### src/rtl/icon_tx_requester.sv
// Interconnect TX-port initiator: queues operand-fetch requests, polls the producing EU
// until success or timeout, and returns data/tag/error on a valid/ready response channel.
module icon_tx_requester #(
    parameter int ADDR_W     = 8,
    parameter int DATA_W     = 32,
    parameter int TAG_W      = 4,
    parameter int FIFO_DEPTH = 4,
    parameter int MAX_POLL   = 16
) (
    input  logic              clk,
    input  logic              reset,
    input  logic              req_valid_i,
    output logic              req_ready_o,
    input  logic [ADDR_W-1:0] req_addr_i,
    input  logic [TAG_W-1:0]  req_tag_i,
    output logic [ADDR_W-1:0] eu_tx_addr_o,
    output logic              eu_tx_req_valid_o,
    input  logic [DATA_W-1:0] eu_tx_data_i,
    input  logic              eu_tx_success_i,
    output logic              resp_valid_o,
    input  logic              resp_ready_i,
    output logic [DATA_W-1:0] resp_data_o,
    output logic [TAG_W-1:0]  resp_tag_o,
    output logic              resp_err_o,
    output logic              busy_o,
    output logic [7:0]        timeout_cnt_o
);
    localparam int PW = $clog2(FIFO_DEPTH);
    localparam int CW = $clog2(MAX_POLL + 1);

    localparam logic [1:0] IDLE  = 2'd0;
    localparam logic [1:0] ISSUE = 2'd1;
    localparam logic [1:0] RESP  = 2'd2;

    logic [1:0]        state;
    logic [ADDR_W-1:0] addr_mem [FIFO_DEPTH];
    logic [TAG_W-1:0]  tag_mem  [FIFO_DEPTH];
    logic [PW:0]       wr_ptr;
    logic [PW:0]       rd_ptr;
    logic              full;
    logic              empty;
    logic              push;
    logic              pop;
    logic              last_poll;
    logic [CW-1:0]     poll_cnt;
    logic [ADDR_W-1:0] cur_addr;
    logic [TAG_W-1:0]  cur_tag;
    logic [DATA_W-1:0] data;
    logic              err;
    logic [7:0]        timeout_cnt;

    // Pointer MSB differs only when the write side has lapped the read side.
    assign empty     = (wr_ptr == rd_ptr);
    assign full      = (wr_ptr[PW] != rd_ptr[PW]) && (wr_ptr[PW-1:0] == rd_ptr[PW-1:0]);
    assign push      = req_valid_i && !full;
    assign pop       = (state == IDLE) && !empty;
    assign last_poll = (poll_cnt == CW'(MAX_POLL - 1));

    always_ff @(posedge clk) begin
        if (push) begin
            addr_mem[wr_ptr[PW-1:0]] <= req_addr_i;
            tag_mem[wr_ptr[PW-1:0]]  <= req_tag_i;
        end
    end

    always_ff @(posedge clk) begin
        if (reset) begin
            state       <= IDLE;
            wr_ptr      <= '0;
            rd_ptr      <= '0;
            poll_cnt    <= '0;
            cur_addr    <= '0;
            cur_tag     <= '0;
            data        <= '0;
            err         <= 1'b0;
            timeout_cnt <= '0;
        end else begin
            if (push) wr_ptr <= wr_ptr + (PW+1)'(1);
            if (pop)  rd_ptr <= rd_ptr + (PW+1)'(1);
            case (state)
                IDLE: begin
                    if (!empty) begin
                        cur_addr <= addr_mem[rd_ptr[PW-1:0]];
                        cur_tag  <= tag_mem[rd_ptr[PW-1:0]];
                        poll_cnt <= '0;
                        state    <= ISSUE;
                    end
                end
                ISSUE: begin
                    // Success is checked first so a hit on the final poll still wins.
                    if (eu_tx_success_i) begin
                        data  <= eu_tx_data_i;
                        err   <= 1'b0;
                        state <= RESP;
                    end else if (last_poll) begin
                        data  <= '0;
                        err   <= 1'b1;
                        state <= RESP;
                        if (timeout_cnt != 8'hFF) timeout_cnt <= timeout_cnt + 8'd1;
                    end else begin
                        poll_cnt <= poll_cnt + CW'(1);
                    end
                end
                RESP: begin
                    if (resp_ready_i) state <= IDLE;
                end
                default: state <= IDLE;
            endcase
        end
    end

    assign req_ready_o       = !full;
    assign eu_tx_addr_o      = cur_addr;
    assign eu_tx_req_valid_o = (state == ISSUE);
    assign resp_valid_o      = (state == RESP);
    assign resp_data_o       = data;
    assign resp_tag_o        = cur_tag;
    assign resp_err_o        = err;
    assign busy_o            = (state != IDLE) || !empty;
    assign timeout_cnt_o     = timeout_cnt;
endmodule

### config.mk
export PLATFORM = sky130hd
export DESIGN_NAME = icon_tx_requester
export DESIGN_NICKNAME = d
export VERILOG_FILES = /design/src/rtl/icon_tx_requester.sv
export SDC_FILE = /design/constraint.sdc
export NUM_CORES = 1
export LEC_CHECK = 0
export BUFFER_PORTS_ARGS = -buffer_cell sky130_fd_sc_hd__buf_2
export CAP_MARGIN = 20
export CORE_MARGIN = 4
export CORE_UTILIZATION = 40
export DETAILED_ROUTE_END_ITERATION = 10
export PLACE_DENSITY_LB_ADDON = 0.25
export RECOVER_POWER = 25
export SYNTH_ARGS = -nofsm -noshare
export SYNTH_HDL_FRONTEND = slang
export SYNTH_SLANG_ARGS = --single-unit
### constraint.sdc
create_clock -name clk -period 3.7 [get_ports clk]
set_input_delay 0.37 -clock clk [delete_from_list [all_inputs] [get_ports clk]]
set_output_delay 0.37 -clock clk [all_outputs]
set_load 0.05 [all_outputs]
==> impl_metrics.json, run 1 <==
{
  "status": "completed",
  "die_x_microns": 113.5,
  "yosysUniqueCellTypes": 48,
  "multi_input_area_sq_um": 1565,
  "synth_top_area_share_pct": 32.40,
  "crit_chain": "xor2_2 -> or3_1 -> buf_2",
  "post_cts_buffers": 0,
  "required_ps": 3330,
  "grt_max_degree": 39,
  "post-place-cells": 587,
  "worst_r2r_path_depth": 3,
  "grt_pass1_vias": 2979,
  "drt-pass1-iter-count": 5,
  "cts_resized": 0,
  "mappedNetlistNets": 421,
  "synth_edf_count": 48,
  "worstReg2RegStart": "rd_ptr[1]",
  "yosysMostFrequentCell": "dfxtp_1",
  "crit_fanout": 15,
  "clockBufferDepth": 2,
  "vias_per_cell": 5.032,
  "endpoint": "req_ready_o",
  "ys_seq_area_share_pct": 62.09,
  "fin_skew_ps": 6.819,
  "drive_gt1_share_pct": 30.21,
  "hp-class": "in -> reg",
  "place.port_buffers": 105,
  "avgSynthCellArea_sq_um": 12.26,
  "arrival_ps": 2120,
  "layout.cells.non_filler": 620,
  "finalWirelength_microns": 9474,
  "crit_slowest_cell": "dfxtp_1",
  "clkTransAtPathRegs_ps": 50,
  "synth_top_area_cell": "edfxtp_1",
  "worst_pin_slew_ps": 784.5,
  "die_y_microns": 113.5,
  "drc_errors": 0,
  "root_buffer": "clkbuf_8",
  "finalSetupViolCount": 0,
  "regArea_sq_um": 2763,
  "n_antenna_cell": 0,
  "dp_hpwl_microns": 6577,
  "numCtsBuffers": 17,
  "h-tree-depth": 4,
  "crit_path_start_kind": "register",
  "grt_overflow": 0,
  "synthFlopType": "dfxtp_1",
  "path_class": "reg -> out",
  "yosysWarnings": 0,
  "fin_nets": 525,
  "grt_pass1_wl_microns": 15220,
  "crit_start": "rd_ptr[1]",
  "p_leak_nw": 2.205,
  "nFillCells": 952,
  "ir_drop_v": 0.0004191,
  "ant_nets": 0,
  "gp_congestion": 0.8112,
  "ys_top_cells_by_area": "edfxtp_1 32%, dfxtp_1 30%, mux4_2 6.1%, a22oi_1 5.4%, nor2_1 3.8%",
  "finalWorstSetupSlack_ps": 1208,
  "post-route-min-period_ps": 2492,
  "drt_iter0_markers": 236,
  "r2r_end": "addr_mem[1][6]",
  "fin_crit_sh_pct": 67.36,
  "slew_headroom_pct": 47.70,
  "postCtsHoldBufs": 0,
  "finalHoldViolations": 0,
  "power.density_nw_per_um2": 736.2,
  "rsz0062_at_grt": "no",
  "core-area_sq_um": 10840,
  "num_vias": 3120,
  "grtUsageTotal_pct": 15.21,
  "slew_violations": 0,
  "dp_slack_ps": 1255,
  "fin_total_pwr_mw": 4.147,
  "ys_top_cells_by_count": "66 x dfxtp_1, 48 x edfxtp_1, 45 x nor2_1",
  "r2r_slack_ps": 1300,
  "clock-sinks": 114,
  "synthArstFlopShare_pct": 0,
  "setup-tns-final_ps": 0,
  "rows": 38,
  "tritoncts": "yes",
  "synthCells": 363,
  "crit_path_max_incr_delay_ps": 740,
  "initial_core_util_pct": 41.04,
  "fmax_mhz": 401.2,
  "wl_per_cell_microns": 15.28,
  "netlist_area_sq_um": 4449,
  "ios": 106,
  "ys_seq_elements": 114,
  "antenna_found_initial": 0,
  "final_util_pct": 51.96,
  "clock_latency_ps": 510,
  "die_area_sq_um": 12870,
  "syn2layout_area_growth_pct": 26.60,
  "maxCapViolCount": 0,
  "end_kind": "primary output"
}
[placed cells by master (no fill, tap or decap), drive strengths merged, types with 3 or more instances in the layout]
cell	instances
a21oi	22
a22oi	32
and2	6
and3	3
buf	91
clkbuf	40
clkinv	6
dfxtp	66
edfxtp	48
ha	9
inv	5
mux2i	3
mux4	12
nand2	30
nand3	7
nor2	45
nor3	3
o21ai	6
xnor2	5
xor2	4
[how the worst min path moves through the flow]
stage                     startpoint               to  cells after the start
global placement     eu_tx_addr_o[3]  eu_tx_addr_o[3]                      2
detailed placement   eu_tx_addr_o[3]  eu_tx_addr_o[3]                      2
global route         eu_tx_data_i[0]   resp_data_o[0]                      3
floorplan                poll_cnt[3]      poll_cnt[3]                      2
CTS                     req_tag_i[3]    tag_mem[2][3]                      1
finish              eu_tx_data_i[24]  resp_data_o[24]                      3
[per-layer routing]
metal	routed length, microns	global-route usage [%]
met2	4365	22.73
met3	674	5.623
met5	0	0
met1	4329	20.14
met4	105	6.010
[report_power, final]
part	switching (mW)	total (mW)	internal, mW
clock network	0.528	1.53	1.00
registers	0.0942	1.55	1.45
logic	0.751	1.07	0.317
total	1.37	4.15	2.77
[cell families (layout without fill, tap and decap cells)]
group           Yosys count  after routing  share of synthesized area (%)
mux                      16             16                          7.002
fa+ha+maj                 9              9                          2.531
xor+xnor                  9              9                          2.109
buf+inv                  29            146                          2.812
simple gates            113            113                          11.90
compound gates           73             73                          11.56
flops                   114            114                          62.09
[sequential cells by signal, indices dropped and copies added (netlist names)]
name	count
rd_ptr	3
timeout_cnt_o	8
state	2
poll_cnt	5
resp_err_o	1
eu_tx_addr_o	8
resp_data_o	32
addr_mem	32
resp_tag_o	4
wr_ptr	3
tag_mem	16
[critical path, delay by kind of cell, from the launching register on]
| kind | cells | cell delay [ps] |
|---|---|---|
| flops | 1 | 740 |
| xor+xnor | 1 | 250 |
| buf+inv | 1 | 220 |
| simple gates | 1 | 400 |
[through the flow]
stage	hold slack (ps)	area (sq um)
4_1_cts	49.58	5640
3_5_place_dp	444.4	5070
5_1_grt	94.12	5633
3_3_place_gp	443.5	5070
6_report	98.01	5633
2_1_floorplan	447.5	4449
[layout make-up]
| class | instances | share of cell area [%] |
|---|---|---|
| timing repair buffer | 109 | 9.596 |
| tap | 140 | 3.110 |
| sequential | 114 | 49.04 |
| multi-input combinational | 220 | 27.79 |
| clock buffer | 22 | 8.219 |
| inverter | 5 | 0.3332 |
| clock inverter | 10 | 1.910 |
Note: power is estimated with default switching activity, not from simulation.
==> run 2, diff against run 1 <==
Clock period 3.7 ns to 2.5 ns, I/O delays scaled along.
==> impl_metrics.json, run 2 (synthesized netlist as in run 1, its figures left out) <==
{
  "drive_gt1_share_pct": 28.63,
  "grt_pass1_wl_microns": 16820,
  "tritoncts": "yes",
  "status": "completed",
  "wl_per_cell_microns": 15.37,
  "finalHoldViolations": 0,
  "ant_nets": 0,
  "ios": 106,
  "slew_violations": 0,
  "crit_path_start_kind": "register",
  "setup-tns-final_ps": 0,
  "crit_top_cell": "ha_1",
  "vias_per_cell": 4.969,
  "die_y_microns": 113.5,
  "slew_headroom_pct": 43.46,
  "clock_latency_ps": 520,
  "end_kind": "register",
  "post-place-cells": 595,
  "pwr-share-clk_pct": 37.4,
  "cts_resized": 0,
  "root_buffer": "clkbuf_8",
  "die_x_microns": 113.5,
  "crit_slowest_cell": "or4b_2",
  "grt_pass1_vias": 3396,
  "rsz0062_at_grt": "no",
  "antenna_found_initial": 0,
  "crit_fanout": 7,
  "p_leak_nw": 2.429,
  "core-area_sq_um": 10840,
  "power_frac_seq_pct": 35.9,
  "syn2layout_area_growth_pct": 37.88,
  "ir_drop_v": 0.0005889,
  "drt_iter0_markers": 201,
  "switching_share_pct": 33.05,
  "critPathBufInv": 0,
  "arrival_ps": 2450,
  "maxCapViolCount": 0,
  "numCtsBuffers": 17,
  "power.density_nw_per_um2": 1032,
  "finalWirelength_microns": 10310,
  "clkTransAtPathRegs_ps": 50,
  "final_common_cell": "buf_2",
  "crit_path_max_incr_delay_ps": 670,
  "post_cts_buffers": 0,
  "hp-class": "in -> reg",
  "path_class": "reg -> reg",
  "required_ps": 2890,
  "die_area_sq_um": 12870,
  "grt_max_degree": 27,
  "r2r_slack_ps": 450,
  "h-tree-depth": 4,
  "worst_pin_slew_ps": 848.1,
  "fmax_mhz": 487.2,
  "layout.cells.non_filler": 671,
  "rows": 38,
  "grtUsageTotal_pct": 16.78,
  "final_cell_mix": "87 x buf_2, 66 x dfxtp_1, 48 x edfxtp_1, 45 x nor2_1, 44 x dlygate4sd3_1",
  "cp_top_family": "simple AND/OR/NAND/NOR gates",
  "clock-sinks": 114,
  "initial_core_util_pct": 41.04,
  "finalSetupViolCount": 0,
  "intPower_mw": 4.238,
  "clockBufferDepth": 2,
  "dp_hpwl_microns": 6404,
  "drc_errors": 0,
  "power_frac_comb_pct": 26.7,
  "fin_nets": 576,
  "n_antenna_cell": 0,
  "drt-pass1-iter-count": 4,
  "num_vias": 3334,
  "fin_crit_sh_pct": 82.10,
  "crit_chain": "ha_1 -> and3_1 -> ha_1 -> or4b_2 -> a31oi_1 -> nor2_1",
  "gp_congestion": 0.8049,
  "post-route-min-period_ps": 2053,
  "place.port_buffers": 105,
  "grt_overflow": 0,
  "power.switching_mw": 2.092,
  "fin_skew_ps": 8.678
}
==> run 2: stage by stage <==
stage	area, sq um	util (%)	hold slack [ps]	power (mW)	worst slack (ps)
2_1_floorplan	4449	-	348.9	3.567	463.8
3_3_place_gp	5130	47.32	442.5	3.938	523.9
3_5_place_dp	5130	47.32	451.4	3.968	473.3
4_1_cts	6157	56.80	18.51	6.409	438.8
5_1_grt	6135	56.59	40.60	6.660	206.0
6_report	6135	56.59	41.75	6.329	447.4
==> run 2: per-layer routing <==
| layer | up-vias | global-route usage [%] | wire [microns] | part of all wire, % |
|---|---|---|---|---|
| met2 | 96 | 29.25 | 5103 | 49 |
| li1 | 1639 | - | - | - |
| met3 | 13 | 5.995 | 650 | 6.3 |
| met5 | - | 0 | 0 | 0 |
| met4 | 0 | 5.529 | 127 | 1.2 |
| met1 | 1586 | 19.15 | 4429 | 43 |
==> run 2: power groups by stage <==
stage,clock (mW),combinational [mW],sequential [mW]
after global routing,2.52,1.84,2.30
final,2.37,1.69,2.27
after detailed placement,0,1.66,2.31
after global placement,0,1.64,2.30
after floorplan,0,0.822,2.74
after CTS,2.42,1.72,2.27
==> run 2: worst reg2reg max path: stages (launching register included) <==
cell and delay (ps):
dfxtp_1 340, ha_1 210, and3_1 200, ha_1 250
or4b_2 670, a31oi_1 200, nor2_1 60
==> run 2: final cells by class <==
class	instances	area, sq um
multi-input combinational	220	1565
clock buffer	22	452.9
tap	140	175.2
fill	900	4706
sequential	114	2763
timing repair buffer	160	1026
clock inverter	10	133.9
inverter	5	18.77
==> run 2: repair_timing <==
action | CTS | global route
hold buffers | 44 | 0
endpoints found under the setup margin | 0 | 0
endpoints found under the hold margin | 80 | 0
==> run 2: path summary, 6_finish.rpt <==
path,startpoint,endpoint,depth (start not counted)
setup / recovery,poll_cnt[0],poll_cnt[4],6
hold / removal,eu_tx_data_i[18],resp_data_o[18],3
setup reg to reg,poll_cnt[0],poll_cnt[4],6
hold reg to reg,eu_tx_addr_o[0],eu_tx_addr_o[0],2
